<file path="src/rtl/instruction_memory_ld_if.sv">
// instruction_memory_ld_if
// Bundles the fetch port and the byte-stream loader port of the
// instruction memory.
//   master : the PC/decode side plus boot loader (drives requests and bytes)
//   slave  : the memory itself (drives fetch responses and loader status)
// Parameters must match the ones used on instruction_memory_ld.
interface instruction_memory_ld_if #(
    parameter int DATA_W = 32,
    parameter int DEPTH  = 64,
    parameter int ADDR_W = 32
);
    localparam int IDX_W = $clog2(DEPTH);

    // fetch port
    logic              fetch_req;
    logic [ADDR_W-1:0] fetch_addr;
    logic [DATA_W-1:0] instruction;
    logic              instr_valid;
    logic              misaligned;
    logic              parity_err;

    // loader port
    logic              load_start;
    logic [IDX_W:0]    load_words;
    logic              load_valid;
    logic [7:0]        load_byte;
    logic              load_ready;
    logic              loading;
    logic              load_done;

    modport master (
        output fetch_req, fetch_addr, load_start, load_words, load_valid, load_byte,
        input  instruction, instr_valid, misaligned, parity_err,
               load_ready, loading, load_done
    );

    modport slave (
        input  fetch_req, fetch_addr, load_start, load_words, load_valid, load_byte,
        output instruction, instr_valid, misaligned, parity_err,
               load_ready, loading, load_done
    );
endinterface

</file>
<file path="src/rtl/instruction_memory_ld.sv">
// instruction_memory_ld
// Synchronous-read instruction memory with a built-in byte-stream boot loader.
// Fetches return one word one cycle after the request; misaligned PCs return
// a NOP with `misaligned` set. The loader fills words from index 0 upward,
// most significant byte first; fetches are not served while a load runs.
//
// Ports:
//   clk    : clock, rising edge
//   reset  : asynchronous, active-high
//   bus    : instruction_memory_ld_if.slave (fetch + loader signals)
//
// Optional build macro IMEM_PARITY_EN: stores an even-parity bit per word and
// reports a mismatch on `parity_err` for served aligned fetches. Without it,
// `parity_err` is tied low.
//
// Loader FSM
//   state  | meaning
//   S_IDLE | no load; fetches served; load_start accepted
//   S_LOAD | accepting bytes (loading=1, load_ready=1); fetches stalled
//   S_DONE | final word written; load_done=1 for this one cycle
module instruction_memory_ld #(
    parameter int DATA_W = 32,
    parameter int DEPTH  = 64,
    parameter int ADDR_W = 32
) (
    input  logic                    clk,
    input  logic                    reset,
    instruction_memory_ld_if.slave  bus
);
    localparam int             IDX_W   = $clog2(DEPTH);
    localparam int             BYTES   = DATA_W / 8;
    localparam int             CNT_W   = (BYTES > 1) ? $clog2(BYTES) : 1;
    localparam logic [IDX_W:0] DEPTH_W = (IDX_W + 1)'(DEPTH);

    typedef enum logic [1:0] {S_IDLE, S_LOAD, S_DONE} state_t;

    state_t            state;
    logic [DATA_W-1:0] mem [DEPTH];
    logic [DATA_W-1:0] asm_reg;
    logic [DATA_W-1:0] next_word;
    logic [CNT_W-1:0]  byte_cnt;
    logic [IDX_W-1:0]  word_ptr;
    logic [IDX_W:0]    target;
    logic              last_byte;
    logic              word_wr;
    logic              target_hit;
    logic [IDX_W-1:0]  fetch_idx;
    logic              fetch_par_err;
    logic              unused_addr_hi;

    // New byte enters at the bottom; the oldest byte ends up most significant.
    assign next_word  = DATA_W'({asm_reg, bus.load_byte});
    assign last_byte  = (byte_cnt == CNT_W'(BYTES - 1));
    assign word_wr    = (state == S_LOAD) && bus.load_valid && last_byte;
    // Compare the count of words written including the one going in now.
    assign target_hit = (({1'b0, word_ptr} + (IDX_W + 1)'(1)) == target);

    // Upper PC bits do not select anything; the array wraps modulo DEPTH*4.
    assign fetch_idx      = bus.fetch_addr[IDX_W+1:2];
    assign unused_addr_hi = ^bus.fetch_addr[ADDR_W-1:IDX_W+2];

    // Array is deliberately not reset.
    always_ff @(posedge clk) begin
        if (word_wr) begin
            mem[word_ptr] <= next_word;
        end
    end

`ifdef IMEM_PARITY_EN
    logic mem_par [DEPTH];

    always_ff @(posedge clk) begin
        if (word_wr) begin
            mem_par[word_ptr] <= ^next_word;
        end
    end

    assign fetch_par_err = (^mem[fetch_idx]) != mem_par[fetch_idx];
`else
    assign fetch_par_err = 1'b0;
`endif

    always_ff @(posedge clk or posedge reset) begin
        if (reset) begin
            state           <= S_IDLE;
            asm_reg         <= '0;
            byte_cnt        <= '0;
            word_ptr        <= '0;
            target          <= '0;
            bus.load_ready  <= 1'b0;
            bus.loading     <= 1'b0;
            bus.load_done   <= 1'b0;
            bus.instruction <= '0;
            bus.instr_valid <= 1'b0;
            bus.misaligned  <= 1'b0;
            bus.parity_err  <= 1'b0;
        end else begin
            case (state)
                S_IDLE: begin
                    if (bus.load_start) begin
                        state          <= S_LOAD;
                        byte_cnt       <= '0;
                        word_ptr       <= '0;
                        bus.loading    <= 1'b1;
                        bus.load_ready <= 1'b1;
                        // 0 and anything beyond the array both mean "fill it all".
                        if (bus.load_words == '0 || bus.load_words > DEPTH_W) begin
                            target <= DEPTH_W;
                        end else begin
                            target <= bus.load_words;
                        end
                    end
                end
                S_LOAD: begin
                    if (bus.load_valid) begin
                        asm_reg <= next_word;
                        if (last_byte) begin
                            byte_cnt <= '0;
                            word_ptr <= word_ptr + IDX_W'(1);
                            if (target_hit) begin
                                state          <= S_DONE;
                                bus.loading    <= 1'b0;
                                bus.load_ready <= 1'b0;
                                bus.load_done  <= 1'b1;
                            end
                        end else begin
                            byte_cnt <= byte_cnt + CNT_W'(1);
                        end
                    end
                end
                S_DONE: begin
                    state         <= S_IDLE;
                    bus.load_done <= 1'b0;
                end
                default: begin
                    state <= S_IDLE;
                end
            endcase

            // Fetch response: a stalled fetch returns a zero word so the core
            // never sees stale data alongside instr_valid=0; an idle cycle
            // leaves the last word in place.
            if (bus.fetch_req && state != S_LOAD) begin
                bus.instr_valid <= 1'b1;
                if (bus.fetch_addr[1:0] != 2'b00) begin
                    bus.instruction <= '0;
                    bus.misaligned  <= 1'b1;
                    bus.parity_err  <= 1'b0;
                end else begin
                    bus.instruction <= mem[fetch_idx];
                    bus.misaligned  <= 1'b0;
                    bus.parity_err  <= fetch_par_err;
                end
            end else begin
                if (bus.fetch_req) begin
                    bus.instruction <= '0;
                end
                bus.instr_valid <= 1'b0;
                bus.misaligned  <= 1'b0;
                bus.parity_err  <= 1'b0;
            end
        end
    end
endmodule

</file>
<file path="src/flat_wrapper.sv">
// flat-port wrapper written by rule: the top's interface ports become plain ports
module instruction_memory_ld_flat 
#(
    parameter int DATA_W = 32,
    parameter int DEPTH  = 64,
    parameter int ADDR_W = 32
)
  (clk, reset, bus_fetch_req, bus_fetch_addr, bus_load_start, bus_load_words, bus_load_valid, bus_load_byte, bus_instruction, bus_instr_valid, bus_misaligned, bus_parity_err, bus_load_ready, bus_loading, bus_load_done);
  instruction_memory_ld_if #(.DATA_W(DATA_W), .DEPTH(DEPTH), .ADDR_W(ADDR_W)) bus_i ();
  input  logic clk;
  input  logic reset;
  input wire logic [$bits(bus_i.fetch_req)-1:0] bus_fetch_req;
  input wire logic [$bits(bus_i.fetch_addr)-1:0] bus_fetch_addr;
  input wire logic [$bits(bus_i.load_start)-1:0] bus_load_start;
  input wire logic [$bits(bus_i.load_words)-1:0] bus_load_words;
  input wire logic [$bits(bus_i.load_valid)-1:0] bus_load_valid;
  input wire logic [$bits(bus_i.load_byte)-1:0] bus_load_byte;
  output wire logic [$bits(bus_i.instruction)-1:0] bus_instruction;
  output wire logic [$bits(bus_i.instr_valid)-1:0] bus_instr_valid;
  output wire logic [$bits(bus_i.misaligned)-1:0] bus_misaligned;
  output wire logic [$bits(bus_i.parity_err)-1:0] bus_parity_err;
  output wire logic [$bits(bus_i.load_ready)-1:0] bus_load_ready;
  output wire logic [$bits(bus_i.loading)-1:0] bus_loading;
  output wire logic [$bits(bus_i.load_done)-1:0] bus_load_done;
  assign bus_i.fetch_req = bus_fetch_req;
  assign bus_i.fetch_addr = bus_fetch_addr;
  assign bus_i.load_start = bus_load_start;
  assign bus_i.load_words = bus_load_words;
  assign bus_i.load_valid = bus_load_valid;
  assign bus_i.load_byte = bus_load_byte;
  assign bus_instruction = bus_i.instruction;
  assign bus_instr_valid = bus_i.instr_valid;
  assign bus_misaligned = bus_i.misaligned;
  assign bus_parity_err = bus_i.parity_err;
  assign bus_load_ready = bus_i.load_ready;
  assign bus_loading = bus_i.loading;
  assign bus_load_done = bus_i.load_done;
  instruction_memory_ld #(.DATA_W(DATA_W), .DEPTH(DEPTH), .ADDR_W(ADDR_W)) u_core (.clk(clk), .reset(reset), .bus(bus_i));
endmodule
</file>
<file path="config.mk">
export PLATFORM = sky130hd
export DESIGN_NAME = instruction_memory_ld_flat
export DESIGN_NICKNAME = d
export VERILOG_FILES = /design/src/rtl/instruction_memory_ld_if.sv /design/src/rtl/instruction_memory_ld.sv /design/src/flat_wrapper.sv
export SDC_FILE = /design/constraint.sdc
export NUM_CORES = 2
export LEC_CHECK = 0
export CAP_MARGIN = 25
export CORE_ASPECT_RATIO = 1.75
export CORE_MARGIN = 10
export CORE_UTILIZATION = 58
export DETAILED_ROUTE_END_ITERATION = 7
export GPL_ROUTABILITY_DRIVEN = 0
export PLACE_DENSITY = 0.74
export RECOVER_POWER = 100
export SYNTH_ARGS = -nofsm -noshare
export SYNTH_HDL_FRONTEND = slang
export SYNTH_SLANG_ARGS = --single-unit
</file>
<file path="constraint.sdc">
create_clock -name clk -period 4.2 [get_ports clk]
set_clock_uncertainty 0.2 [all_clocks]
set_input_delay 0.63 -clock clk [delete_from_list [all_inputs] [get_ports clk]]
set_output_delay 0.63 -clock clk [all_outputs]
set_load 0.05 [all_outputs]
</file>
==> flow_summary_export.csv <==
group,metric,value,unit
outcome,status,"complete, but fails checks",
outcome,failed_checks,"capacitance limit, slew limit",
layout,largest_register_ffs,2048,
clock_network,cts-root-buf,"clkbuf_16",
logic_synthesis,async_reset_ff_share,3.62,%
logic_synthesis,syn_avg_cell_area,22.4,µm²
routing,vias,39600,
global_routing,antenna_found_initial,14,
placed_design,place_hpwl,118,mm
worst_setup_path,cp-end-kind,"flip-flop",
sta,fin_crit,3.56,ns
sta,finalSetupViolCount,0,
logic_synthesis,yosysWarnings,0,
routing,wl_per_cell,34.2,µm
layout,final_cell_area,0.0913,mm²
logic_synthesis,synth_edf_count,2048,
routing,dr.first_iter.drc_count,4527,
clock_network,clk_latency,0.80,ns
layout,drive_gt1_share,24.8,%
clock_network,cts.sinks,2125,
worst_setup_path,critical_path.max_fanout,19,
global_routing,grt_pass1_vias,41000,
clock_network,clockBufferDepth,3,
routing,drtPass1Iterations,8,
clock_network,cts_resized,0,
logic_synthesis,ys_seq_area_share,77.8,%
layout,final_cell_mix,"2048 x edfxtp_1, 484 x mux4_2, 218 x mux2i_1",
sta,hold_violations,0,
routing,drc_errors,0,
logic_synthesis,ys_ff_latch,2125,
global_routing,grt_pass1_wl,290,mm
sta,max_slew.worst_pin.slew,2.97,ns
floorplanning,rows,182,
layout,filler_cell_count,8751,
clock_network,clkTransAtPathRegs,0.07,ns
logic_synthesis,synth.area.top_cells,"edfxtp_1 75%, mux4_2 13%, mux2i_1 2.7%, dfrtp_1 2.4%, a22oi_1 0.68%",
job,maxCapViolCount,43,
sta,rsz0062_at_grt,"no",
logic_synthesis,syn_area,0.0815,mm²
layout,final_cells,5901,
logic_synthesis,syn-num-nets,3701,
logic_synthesis,synth_top_area_share,75.4,%
global_routing,grt_remaining_overflow,0,
sta,slew_violations,2093,
sta,slew_headroom,-97.8,%
worst_setup_path,critPathLaunchType,"flip-flop",
sta,finalSetupTns,0,ns
layout,regArea,0.0634,mm²
sta,fin_crit_sh,84.6,%
placed_design,placed_area,0.0863,mm²
floorplanning,core_area,0.140,mm²
clock_network,cts_tree,"built",
worst_setup_path,cp.arrival,3.74,ns
worst_setup_path,crit_required,4.38,ns
layout,fin_nets,3965,
layout,final_common_cell,"edfxtp_1",
worst_setup_path,criticalPathCategory,"flip-flop to flip-flop",
routing,drt-vias-per-instance,6.71,
clock_network,post_cts_buffers,0,
routing,drtAntennaViolNets,0,
power_and_ir_drop,p_leak,29.2,nW
placed_design,place_inst,5562,
sta,max_clock_freq,281,MHz
logic_synthesis,synth.largest_area_cell,"edfxtp_1",
clock_network,htree_levels,4,
global_routing,grt_usage,26.2,%
floorplanning,io_pins,90,
floorplanning,die_width,303,µm
layout,area_growth,12.0,%
power_and_ir_drop,ir_drop,0.000494,V
routing,totalWireLength,202,mm
logic_synthesis,synth_cell_types,53,
floorplanning,die_y,516,µm
floorplanning,start_util,58.2,%
global_routing,grt_max_degree,68,
layout,multi_input_area,0.0171,mm²
clock_network,cts_buffers,172,
power_and_ir_drop,power.density,498,mW/mm²
placed_design,numPortBuffers,64,
clock_network,ctsHoldBuffers,0,
floorplanning,dieArea,0.157,mm²
worst_hold_path,hold_class,"input pin to flip-flop",
logic_synthesis,synthFlopType,"edfxtp_1",
logic_synthesis,synth_cells,3647,
-- kinds of logic after synthesis --
family | synth area share, %
muxes | 16.7
AOI/OAI and AO/OA | 2.24
adders and majority gates | 0.0307
DFF | 77.8
other | 0.00460
xor gates and xnor gates | 0.107
buffers and inverters | 1.43
and+or+nand+nor | 1.74
-- report_power, final --
part	internal (mW)	switching, mW
Clock	8.86	7.34
Sequential	25.3	0.445
Combinational	0.946	2.58
-- final timing paths --
kind / start / end / slack [ns] / cells after the start
min in group asynchronous: reset / u_core.target[2] / 0.62 / 2
max: u_core.state[0] / u_core.mem[47][24] / 0.64 / 5
min: bus_load_words[2] / u_core.target[2] / 0.22 / 3
min reg2reg: u_core.target[5] / u_core.target[5] / 0.30 / 2
max in group asynchronous: reset / u_core.bus.instruction[25] / 2.08 / 3
max reg2reg: u_core.state[0] / u_core.mem[47][24] / 0.64 / 5
-- final cells by class --
type	instances	share of cell area, %
clock buffers	207	4.97
inverters	9	0.0384
well taps	1840	2.52
multi-input cells	1308	18.8
flip-flops and latches	2125	69.5
diodes	6	0.0164
repair buffers	295	3.05
clock inverters	111	1.16
-- through the flow --
stage / hold slack (ns) / util, % / power [mW] / worst slack [ns]
3_3_place_gp: 0.289 / 61.6 / 29.4 / 0.519
6_report: 0.219 / 65.2 / 45.5 / 0.645
5_1_grt: 0.221 / 65.2 / 46.7 / 0.517
3_5_place_dp: 0.290 / 61.7 / 29.6 / 0.489
2_1_floorplan: 0.254 / - / 28.0 / 0.868
4_1_cts: 0.0329 / 65.7 / 45.5 / 1.05
-- critical path: stages (launching register included) --
cell      delay [ns]
dfrtp_1         0.42
nor2b_1         0.19
nand3_1         0.22
or2_2           0.52
nor2_1          0.19
clkbuf_1        1.37
-- cell usage after synthesis (3+ instances only) --
cell type,instances
a211oi_1,12
a21o_1,6
a21oi_1,29
a221oi_1,15
a22o_1,3
a22oi_1,74
a2bb2oi_1,4
a31oi_1,17
a32o_1,6
a32oi_1,5
and2_1,4
and3_1,5
buf_1,19
buf_2,56
buf_4,46
buf_6,16
clkbuf_1,68
dfrtp_1,77
edfxtp_1,2048
inv_1,9
mux2_2,44
mux2i_1,218
mux4_2,484
nand2_1,48
nand2b_1,19
nand3_1,74
nand4_1,15
nor2_1,86
nor2b_1,19
nor3_1,8
nor4_1,5
o2111ai_1,7
o211ai_1,11
o21ai_0,27
o221ai_1,11
o22a_1,8
o22ai_1,12
or2_2,3
xnor2_1,6
xor2_1,4
-- routing by layer --
metal / vias to the layer above / global-route usage, % / share of wire, %
met4: 14 / 11.3 / 4.8
met3: 519 / 4.80 / 8.2
met5: - / 0 / 0.047
met1: 21000 / 31.5 / 34
met2: 2167 / 45.8 / 53
li1: 15900 / - / -
Power figures use the tool's default switching activity.
